===== src/rtl/hcp_rd_rsp_pkg.sv =====
// hcp_rd_rsp_pkg: shared HCP frame constants and read-response framer state encoding
package hcp_rd_rsp_pkg;
    localparam logic [7:0] TSMP_TYPE_READ   = 8'h00;
    localparam logic [7:0] TSMP_TYPE_WRITE  = 8'h01;
    localparam logic [7:0] TSMP_TYPE_RDRSP  = 8'h02;
    localparam logic [7:0] TSMP_TYPE_CONFIG = 8'h16;
    localparam int HCP_DATA_WIDTH     = 9;
    localparam int HCP_RAM_ADDR_WIDTH = 6;
    typedef enum logic [1:0] {
        ST_IDLE,
        ST_HDR,
        ST_DATA
`ifdef HCP_RSP_CSUM_EN
        , ST_TRL
`endif
    } rsp_state_t;
endpackage


===== src/rtl/hcp_rsp_word_buf.sv =====
// hcp_rsp_word_buf: two-entry word FIFO between the RAM read pipe and the byte mux
module hcp_rsp_word_buf (
    input  logic        i_clk,
    input  logic        i_rst,
    input  logic        i_push,
    input  logic        i_pop,
    input  logic [31:0] iv_din,
    output logic [31:0] ov_dout,
    output logic [1:0]  ov_cnt
);
    logic [31:0] mem [2];
    logic        wp, rp;
    assign ov_dout = mem[rp];
    always_ff @(posedge i_clk) begin
        if (i_rst) begin
            wp     <= 1'b0;
            rp     <= 1'b0;
            ov_cnt <= 2'd0;
        end else begin
            if (i_push) begin
                mem[wp] <= iv_din;
                wp      <= ~wp;
            end
            if (i_pop) rp <= ~rp;
            ov_cnt <= ov_cnt + 2'(i_push) - 2'(i_pop);
        end
    end
endmodule


===== src/rtl/hcp_rd_rsp.sv =====
// hcp_rd_rsp: TSMP read-response framer from port-B RAM words; define HCP_RSP_CSUM_EN to append an XOR trailer byte
module hcp_rd_rsp
    import hcp_rd_rsp_pkg::*;
#(
    parameter int DATA_WIDTH     = HCP_DATA_WIDTH,
    parameter int RAM_ADDR_WIDTH = HCP_RAM_ADDR_WIDTH,
    parameter int RAM_RD_LATENCY = 2
) (
    input  logic                      i_clk,
    input  logic                      i_rst,
    input  logic                      i_rd_req,
    input  logic [RAM_ADDR_WIDTH-1:0] iv_rd_addr,
    input  logic [RAM_ADDR_WIDTH-1:0] iv_rd_num,
    output logic                      o_busy,
    output logic                      o_req_drop,
    output logic [RAM_ADDR_WIDTH-1:0] ov_ram_addr,
    output logic                      o_ram_rden,
    input  logic [31:0]               iv_ram_q,
    output logic [DATA_WIDTH-1:0]     ov_data,
    output logic                      o_data_wr,
    input  logic                      i_ready
);
    rsp_state_t                state;
    logic [RAM_ADDR_WIDTH-1:0] addr_r, num_r, rd_left, words_left;
    logic [1:0]                hidx, bidx, cnt;
    logic [RAM_RD_LATENCY-1:0] lat_sr;
    logic [31:0]               head, word;
    logic [7:0]                dbyte;
    logic                      xfer, adv, q_vld, w_vld, dsel, ld_data, pop, fin, done;
    hcp_rsp_word_buf u_buf (
        .i_clk   (i_clk),
        .i_rst   (i_rst),
        .i_push  (q_vld),
        .i_pop   (pop),
        .iv_din  (iv_ram_q),
        .ov_dout (head),
        .ov_cnt  (cnt)
    );
    // An empty buffer lets the word arriving from RAM feed its first byte directly, avoiding a bubble after the header.
    always_comb begin
        xfer       = o_data_wr && i_ready;
        adv        = !o_data_wr || i_ready;
        q_vld      = lat_sr[RAM_RD_LATENCY-1];
        w_vld      = cnt != 2'd0 || q_vld;
        word       = cnt != 2'd0 ? head : iv_ram_q;
        dbyte      = bidx == 2'd0 ? word[31:24] : bidx == 2'd1 ? word[23:16] : bidx == 2'd2 ? word[15:8] : word[7:0];
        dsel       = state == ST_DATA ? adv && words_left != '0 : state == ST_HDR && hidx == 2'd2 && xfer && num_r != '0;
        fin        = state == ST_DATA ? adv && words_left == '0 : state == ST_HDR && hidx == 2'd2 && xfer && num_r == '0;
        ld_data    = dsel && w_vld;
        pop        = ld_data && bidx == 2'd3;
        o_ram_rden = o_busy && rd_left != '0 && int'(cnt) + $countones(lat_sr) < 2;
`ifdef HCP_RSP_CSUM_EN
        done       = state == ST_TRL && xfer;
`else
        done       = fin;
`endif
    end
`ifdef HCP_RSP_CSUM_EN
    logic [7:0] csum;
    always_ff @(posedge i_clk) begin
        if (i_rst || state == ST_IDLE) csum <= 8'h00;
        else if (xfer) csum <= csum ^ ov_data[7:0];
    end
`endif
    always_ff @(posedge i_clk) begin
        if (i_rst) begin
            state       <= ST_IDLE;
            o_busy      <= 1'b0;
            o_req_drop  <= 1'b0;
            o_data_wr   <= 1'b0;
            ov_data     <= '0;
            ov_ram_addr <= '0;
            addr_r      <= '0;
            num_r       <= '0;
            rd_left     <= '0;
            words_left  <= '0;
            hidx        <= 2'd0;
            bidx        <= 2'd0;
            lat_sr      <= '0;
        end else begin
            o_req_drop <= i_rd_req && o_busy;
            lat_sr     <= (lat_sr << 1) | RAM_RD_LATENCY'(o_ram_rden);
            if (o_ram_rden) begin
                ov_ram_addr <= ov_ram_addr + RAM_ADDR_WIDTH'(1);
                rd_left     <= rd_left - RAM_ADDR_WIDTH'(1);
            end
            if (state == ST_IDLE) begin
                if (i_rd_req) begin
                    state       <= ST_HDR;
                    o_busy      <= 1'b1;
                    o_data_wr   <= 1'b1;
                    ov_data     <= {1'b1, TSMP_TYPE_RDRSP};
                    addr_r      <= iv_rd_addr;
                    num_r       <= iv_rd_num;
                    ov_ram_addr <= iv_rd_addr;
                    rd_left     <= iv_rd_num;
                    words_left  <= iv_rd_num;
                    hidx        <= 2'd0;
                    bidx        <= 2'd0;
                end
            end else if (done) begin
                state     <= ST_IDLE;
                o_busy    <= 1'b0;
                o_data_wr <= 1'b0;
                ov_data   <= '0;
            end
`ifdef HCP_RSP_CSUM_EN
            else if (fin) begin
                state   <= ST_TRL;
                ov_data <= {1'b0, csum ^ ov_data[7:0]};
            end
`endif
            else if (dsel) begin
                state     <= ST_DATA;
                o_data_wr <= w_vld;
                if (ld_data) begin
                    ov_data <= {1'b0, dbyte};
                    bidx    <= bidx + 2'd1;
                    if (bidx == 2'd3) words_left <= words_left - RAM_ADDR_WIDTH'(1);
                end
            end else if (state == ST_HDR && xfer) begin
                ov_data <= {1'b0, {(8-RAM_ADDR_WIDTH){1'b0}}, hidx == 2'd0 ? addr_r : num_r};
                hidx    <= hidx + 2'd1;
            end
        end
    end
endmodule


===== config.mk =====
export PLATFORM = sky130hd
export DESIGN_NAME = hcp_rd_rsp
export DESIGN_NICKNAME = d
export VERILOG_FILES = /design/src/rtl/hcp_rd_rsp_pkg.sv /design/src/rtl/hcp_rsp_word_buf.sv /design/src/rtl/hcp_rd_rsp.sv
export SDC_FILE = /design/constraint.sdc
export NUM_CORES = 1
export LEC_CHECK = 0
export CORE_MARGIN = 2
export CORE_UTILIZATION = 40
export DETAILED_ROUTE_END_ITERATION = 10
export GPL_TIMING_DRIVEN = 0
export PLACE_DENSITY_LB_ADDON = 0.05
export SLEW_MARGIN = 20
export SYNTH_ARGS = -nofsm -noshare
export SYNTH_HDL_FRONTEND = slang
export SYNTH_HIERARCHICAL = 1
export SYNTH_SLANG_ARGS = --single-unit

===== constraint.sdc =====
create_clock -name i_clk -period 4.4 [get_ports i_clk]
set_input_delay 0.44 -clock i_clk [delete_from_list [all_inputs] [get_ports i_clk]]
set_output_delay 0.44 -clock i_clk [all_outputs]
set_load 0.02 [all_outputs]

After elaboration in Yosys (flattened, before gate mapping)
Memory sizes are Yosys's and may differ from the RTL's. A register that Yosys moved wholly into a read port is not among the register bits.
Index checks and enable logic that the tools add are counted.

word-level totals
  RAM bits = 64
  input port bits = 48
  memories kept = 1
  word-level logic and storage cells = 128
  register bits = 54
  output and inout bits = 19

operators by class
  multiplexer cells = 49
  equality and inequality tests = 10
  $lt $le $gt $ge = 1
  bitwise operators = 3
  add/sub/neg operators = 9
  reductions and logical operators = 39

memory list
  name       words  bits a word  rd ports  clocked after Yosys merged registers in  write ports  line                    source
  u_buf.mem  2      32           1         1                                        1            hcp_rsp_word_buf.sv:11  logic [31:0] mem [2];

operators by type and width
  kind                   number
  $mux W6                13
  $mux W9                6
  $mux W32               1
  $mux W2                13
  $mux W8                3
  $reduce_bool A6 Y1     3
  $logic_and A1 B1 Y1    13
  $mux W1                13
  $logic_not A6 Y1       2
  $reduce_bool A2 Y1     6
  $sub A6 B1 Y6 const B  2
  $eq A2 B2 Y1 const B   4
  $reduce_and A4 Y1      2
  $add A6 B1 Y6 const B  1
  $logic_not A2 Y1       3
  $reduce_and A2 Y1      3
  $reduce_and A5 Y1      1
  $add A2 B1 Y2 const B  2
  $eq A2 B1 Y1 const B   2
  $ne A2 B1 Y1 const B   2
  $ne A4 B1 Y1 const B   1
  $reduce_bool A4 Y1     1
  $add A2 B2 Y3          1
  $lt A3 B2 Y1 const B   1
  10 further kinds       12

Longest topological paths before layout
  word-level depth = 10
  mapped depth = 12
  depth with buffers taken out = 12

By module
The synthesis kept the hierarchy.

modules (own cells, without submodules)
  module            times used  area an instance (sq um)  cells an instance  sequential area each (sq um)
  hcp_rd_rsp        1           2,957.8                   393                1,001.0
  hcp_rsp_word_buf  1           2,676.3                   119                2,021.9

Worst setup path after synthesis
OpenSTA, ideal clock, no wires.

  kind = input to register
  start = in i_rst
  end = mem u_buf.mem[0][0] (enable)
  setup time = 468 ps
  path buffers = 0
  data arrival time = 2,817 ps
  setup slack = 1,115 ps
  data required time = 3,932 ps
  stages on the path = 1
  path through = nor3b_1

between the ends
  word-level cells in the longest chain between the ends = 2

ends and longest elaborated chain
  element                        line                    source
  start, declared                hcp_rd_rsp.sv:10        input logic i_rst,
  $mux W1                        hcp_rsp_word_buf.sv:15  if (i_rst) begin
  $mux W1 (not written as such)  hcp_rsp_word_buf.sv:21  mem[wp] <= iv_din;
  end, declared                  hcp_rsp_word_buf.sv:11

Every way passes these cells.

Worst setup path after layout
  start = reg u_buf.ov_cnt[0]
  end = out o_ram_rden

between the ends
  word-level cells in the longest chain between the ends = 3

ends and longest elaborated chain
  element                 line                    source
  start, declared         hcp_rsp_word_buf.sv:9   output logic [1:0] ov_cnt
  start signal, assigned  hcp_rsp_word_buf.sv:25  ov_cnt <= ov_cnt + 2'(i_push) - 2'(i_pop);
  $add A2 B2 Y3           hcp_rd_rsp.sv:51        o_ram_rden = o_busy && rd_left != '0 && int'(cnt) + $countones(lat_sr) < 2;
  $lt A3 B2 Y1            hcp_rd_rsp.sv:51
  $logic_and A1 B1 Y1     hcp_rd_rsp.sv:51
  end, declared           hcp_rd_rsp.sv:17        output logic o_ram_rden,

Every way passes these cells.

==> run_results.csv <==
group,metric,value,unit
sta,tns,0,ps
clock_tree,clock_tree_from_tritoncts,"done",
critical_path,critical_path.top_delay_family,"buffers and inverters",
clock_tree,cts_inserted_buffers,17,
critical_path,setup_crit_end_kind,"primary output",
floorplan,floorplan.core_area,13800,um2
sta,final_min_period_over_clock_period,0.711,
critical_path,critical_path.cell_chain,"ha_1 -> a211oi_1 -> o211ai_1 -> inv_2 -> clkdlybuf4s50_1",
floorplan,die_w,123,um
clock_tree,holdBufCountCts,0,
logic_synthesis,synth_largest_type_area_fraction,0.341,
sta,final_setup_violations,0,
global_routing,grt_max_degree,24,
final_layout,final_net_count,664,
clock_tree,clock_tree.htree_level_count,4,
global_routing,gr-max-usage-layer,"met2",
logic_synthesis,synth.avg_cell_area,11.0,um2
critical_path,critical_path_required,3960,ps
final_layout,post_route_cells_drive_above_1_share,0.136,
critical_path,slowest_delay,640,ps
floorplan,floorplan.die_area,15100,um2
logic_synthesis,ys_seq_area_frac,0.537,
clock_tree,cts_root_buffer,"clkbuf_16",
logic_synthesis,yosysTopAreaCell,"edfxtp_1",
sta,finalClockSkew,9.33,ps
pwr,post-layout-total-power,2770,uW
route,routed_wirelength,14000,um
logic_synthesis,ys_warn_count,6,
logic_synthesis,synth.cell_area,5630,um2
logic_synthesis,syn_inst,512,
pwr,power-per-cell-area,389,nW/um2
final_layout,synthToLayoutAreaGrowth,26.3,%
final_layout,final_core_utilization,0.515,
sta,rsz0062_at_grt,"false",
final_layout,antenna_cells_inserted,0,
run,maxCapViolations,0,
floorplan,pin_count,67,
pwr,power.ir.vdd_worst,0.215,mV
critical_path,cpMaxStageDelayCell,"clkdlybuf4s50_1",
global_routing,first_global_vias,4095,
sta,final-max-slew-violation-count,0,
logic_synthesis,synth-edff-count,64,
sta,max_freq,320,MHz
route,vias_per_cell,5.20,
sta,layout_min_cycle_time,3130,ps
route,antenna_violating_nets_left,0,
route,detail_route.iter0.violations,320,
global_routing,grt_util_met3,0.0428,
route,drtPass1Iterations,5,
route,detail_route.drc_violations,0,
placed_design,buffer_ports.inserted,66,
logic_synthesis,syn_nets,573,
logic_synthesis,async_flop_share,0,
sta,slew-limit-headroom,0.525,
logic_synthesis,post_synth_num_cell_types,57,
global_routing,gr-total-overflow,0,
min_path,hold_path.class,"register to register",
sta,final_hold_viol_count,0,
logic_synthesis,ys_ff_latch,119,
route,route.vias.total,4143,
clock_tree,post_cts.resized_instances,0,
sta,worst_pin_slew,709,ps
logic_synthesis,yosys-top-cells-area,"edfxtp_1, dfxtp_1, mux2_4",
critical_path,critPathLaunchType,"register",
placed_design,detailedPlacementHpwl,9960,um
floorplan,dieHeight,123,um
global_routing,antenna_found_initial,0,
route,routedWlPerCell,17.6,um
placed_design,dpl-instance-area,6590,um2
pwr,power.static_leakage,0.00267,uW
clock_tree,number_of_clock_sinks,119,
global_routing,grtUsageMet1,0.255,
logic_synthesis,ys.flop_type,"edfxtp_1",
clock_tree,bufs_on_longest_clock_path,2,
global_routing,use_met2,0.320,
clock_tree,postCtsSetupBuffers,0,
critical_path,crit_arrival,2690,ps
critical_path,worstPathBufferInverterCount,2,
critical_path,critPathKind,"register to primary output",
placed_design,gp_congestion,0.832,
critical_path,worstPathMaxFanout,8,
global_routing,wire_length_of_the_first_global_routing_pass,22100,um
floorplan,fp-row-count,43,
final_layout,stdcell_area,7110,um2
floorplan,start_util,0.407,
clock_tree,clkLatencyLatePin,420,ps
outcome,run_status,"finished clean",
clock_tree,clock_slew_at_reported_path_ffs,50,ps
global_routing,grt.total_usage,0.200,
[report_power, final]
group	leakage [uW]	switching, uW	internal (uW)
clock	0.000259	465	780
sequential	0.00103	26.3	1200
combinational	0.00138	158	132
total	0.00267	648	2120
[Yosys cell counts, types with 11 or more instances]
master,instances
clkbuf_1,17
o21ai_0,11
dfxtp_1,55
edfxtp_1,64
ha_1,13
nor2_1,43
mux2_4,30
inv_1,12
a21oi_1,45
nand2_1,87
mux2i_1,13
[placed cells by master, fill, tap and decap left out, types with 3 or more instances in the layout]
cell,instances
a211oi_1,3
a21oi_1,45
a31oi_1,4
a32o_1,7
a32oi_1,5
and3_1,4
buf_12,4
buf_4,4
buf_6,3
clkbuf_1,26
clkbuf_16,18
clkdlybuf4s50_1,66
clkinv_2,3
dfxtp_1,55
edfxtp_1,64
ha_1,13
inv_1,12
mux2_2,4
mux2_4,30
mux2i_1,13
nand2_1,87
nand2b_1,7
nand3_1,8
nand4_1,3
nor2_1,43
nor2b_1,4
nor3_1,5
nor4_1,3
o211ai_1,3
o21a_1,3
o21ai_0,11
o21ai_1,5
or3_1,6
xnor2_1,8
xor2_1,4
[layer usage]
| metal | vias to the layer above | wire length (um) |
|---|---|---|
| met1 | 1998 | 6270 |
| li1 | 2027 | - |
| met3 | 23 | 556 |
| met2 | 95 | 6850 |
| met4 | 0 | 340 |
| met5 | - | 0 |
[final timing paths]
check                     to             from  cells after the start  slack, ps
min                addr_r[3]        addr_r[3]                      2        460
max reg2reg  u_buf/ov_cnt[1]    words_left[0]                     11       1700
min reg2reg        addr_r[3]        addr_r[3]                      2        460
max               o_ram_rden  u_buf/ov_cnt[0]                      5       1270
[flip-flops by register name, summed over array words and instances (netlist names), 2 cells and up, named ones only]
name,count
ov_data,9
lat_sr,2
hidx,2
bidx,2
ov_ram_addr,6
words_left,6
rd_left,6
addr_r,6
u_buf/mem,64
u_buf/ov_cnt,2
state,2
num_r,6
[kinds of logic after synthesis]
logic type	count (synthesis)	synth area share
buffers and inverters	40	0.0384
muxes	49	0.119
adders and majority gates	13	0.0289
DFF	119	0.537
AOI/OAI and AO/OA	96	0.108
xor gates and xnor gates	13	0.0227
and+or+nand+nor	182	0.147
[through the flow]
stage | std cells | worst slack [ps] | hold WS, ps
2_1_floorplan | 512 | 1110 | 436
3_3_place_gp | 758 | -1290 | 446
3_5_place_dp | 764 | 1230 | 450
4_1_cts | 796 | 1220 | 457
5_1_grt | 796 | 1120 | 479
6_report | 796 | 1270 | 456
[worst reg2reg max path: cells and delay by family, from the launching register on]
family	cells	cell delay, ps
adders and majority gates	3	640
DFF	1	350
buffers and inverters	2	120
AOI/OAI and AO/OA	1	290
xor gates and xnor gates	1	370
and+or+nand+nor	4	860
[area by class of cell]
type,count,area (um2)
multi-input cells,353,2400
plain buffers,26,164
fillers,1248,6710
repair buffers,72,722
flip-flops and latches,119,3020
clock buffers,29,512
well taps,180,225
inverters,14,52.6
clock inverters,3,15.0
Note: power is estimated with default switching activity, not from simulation.
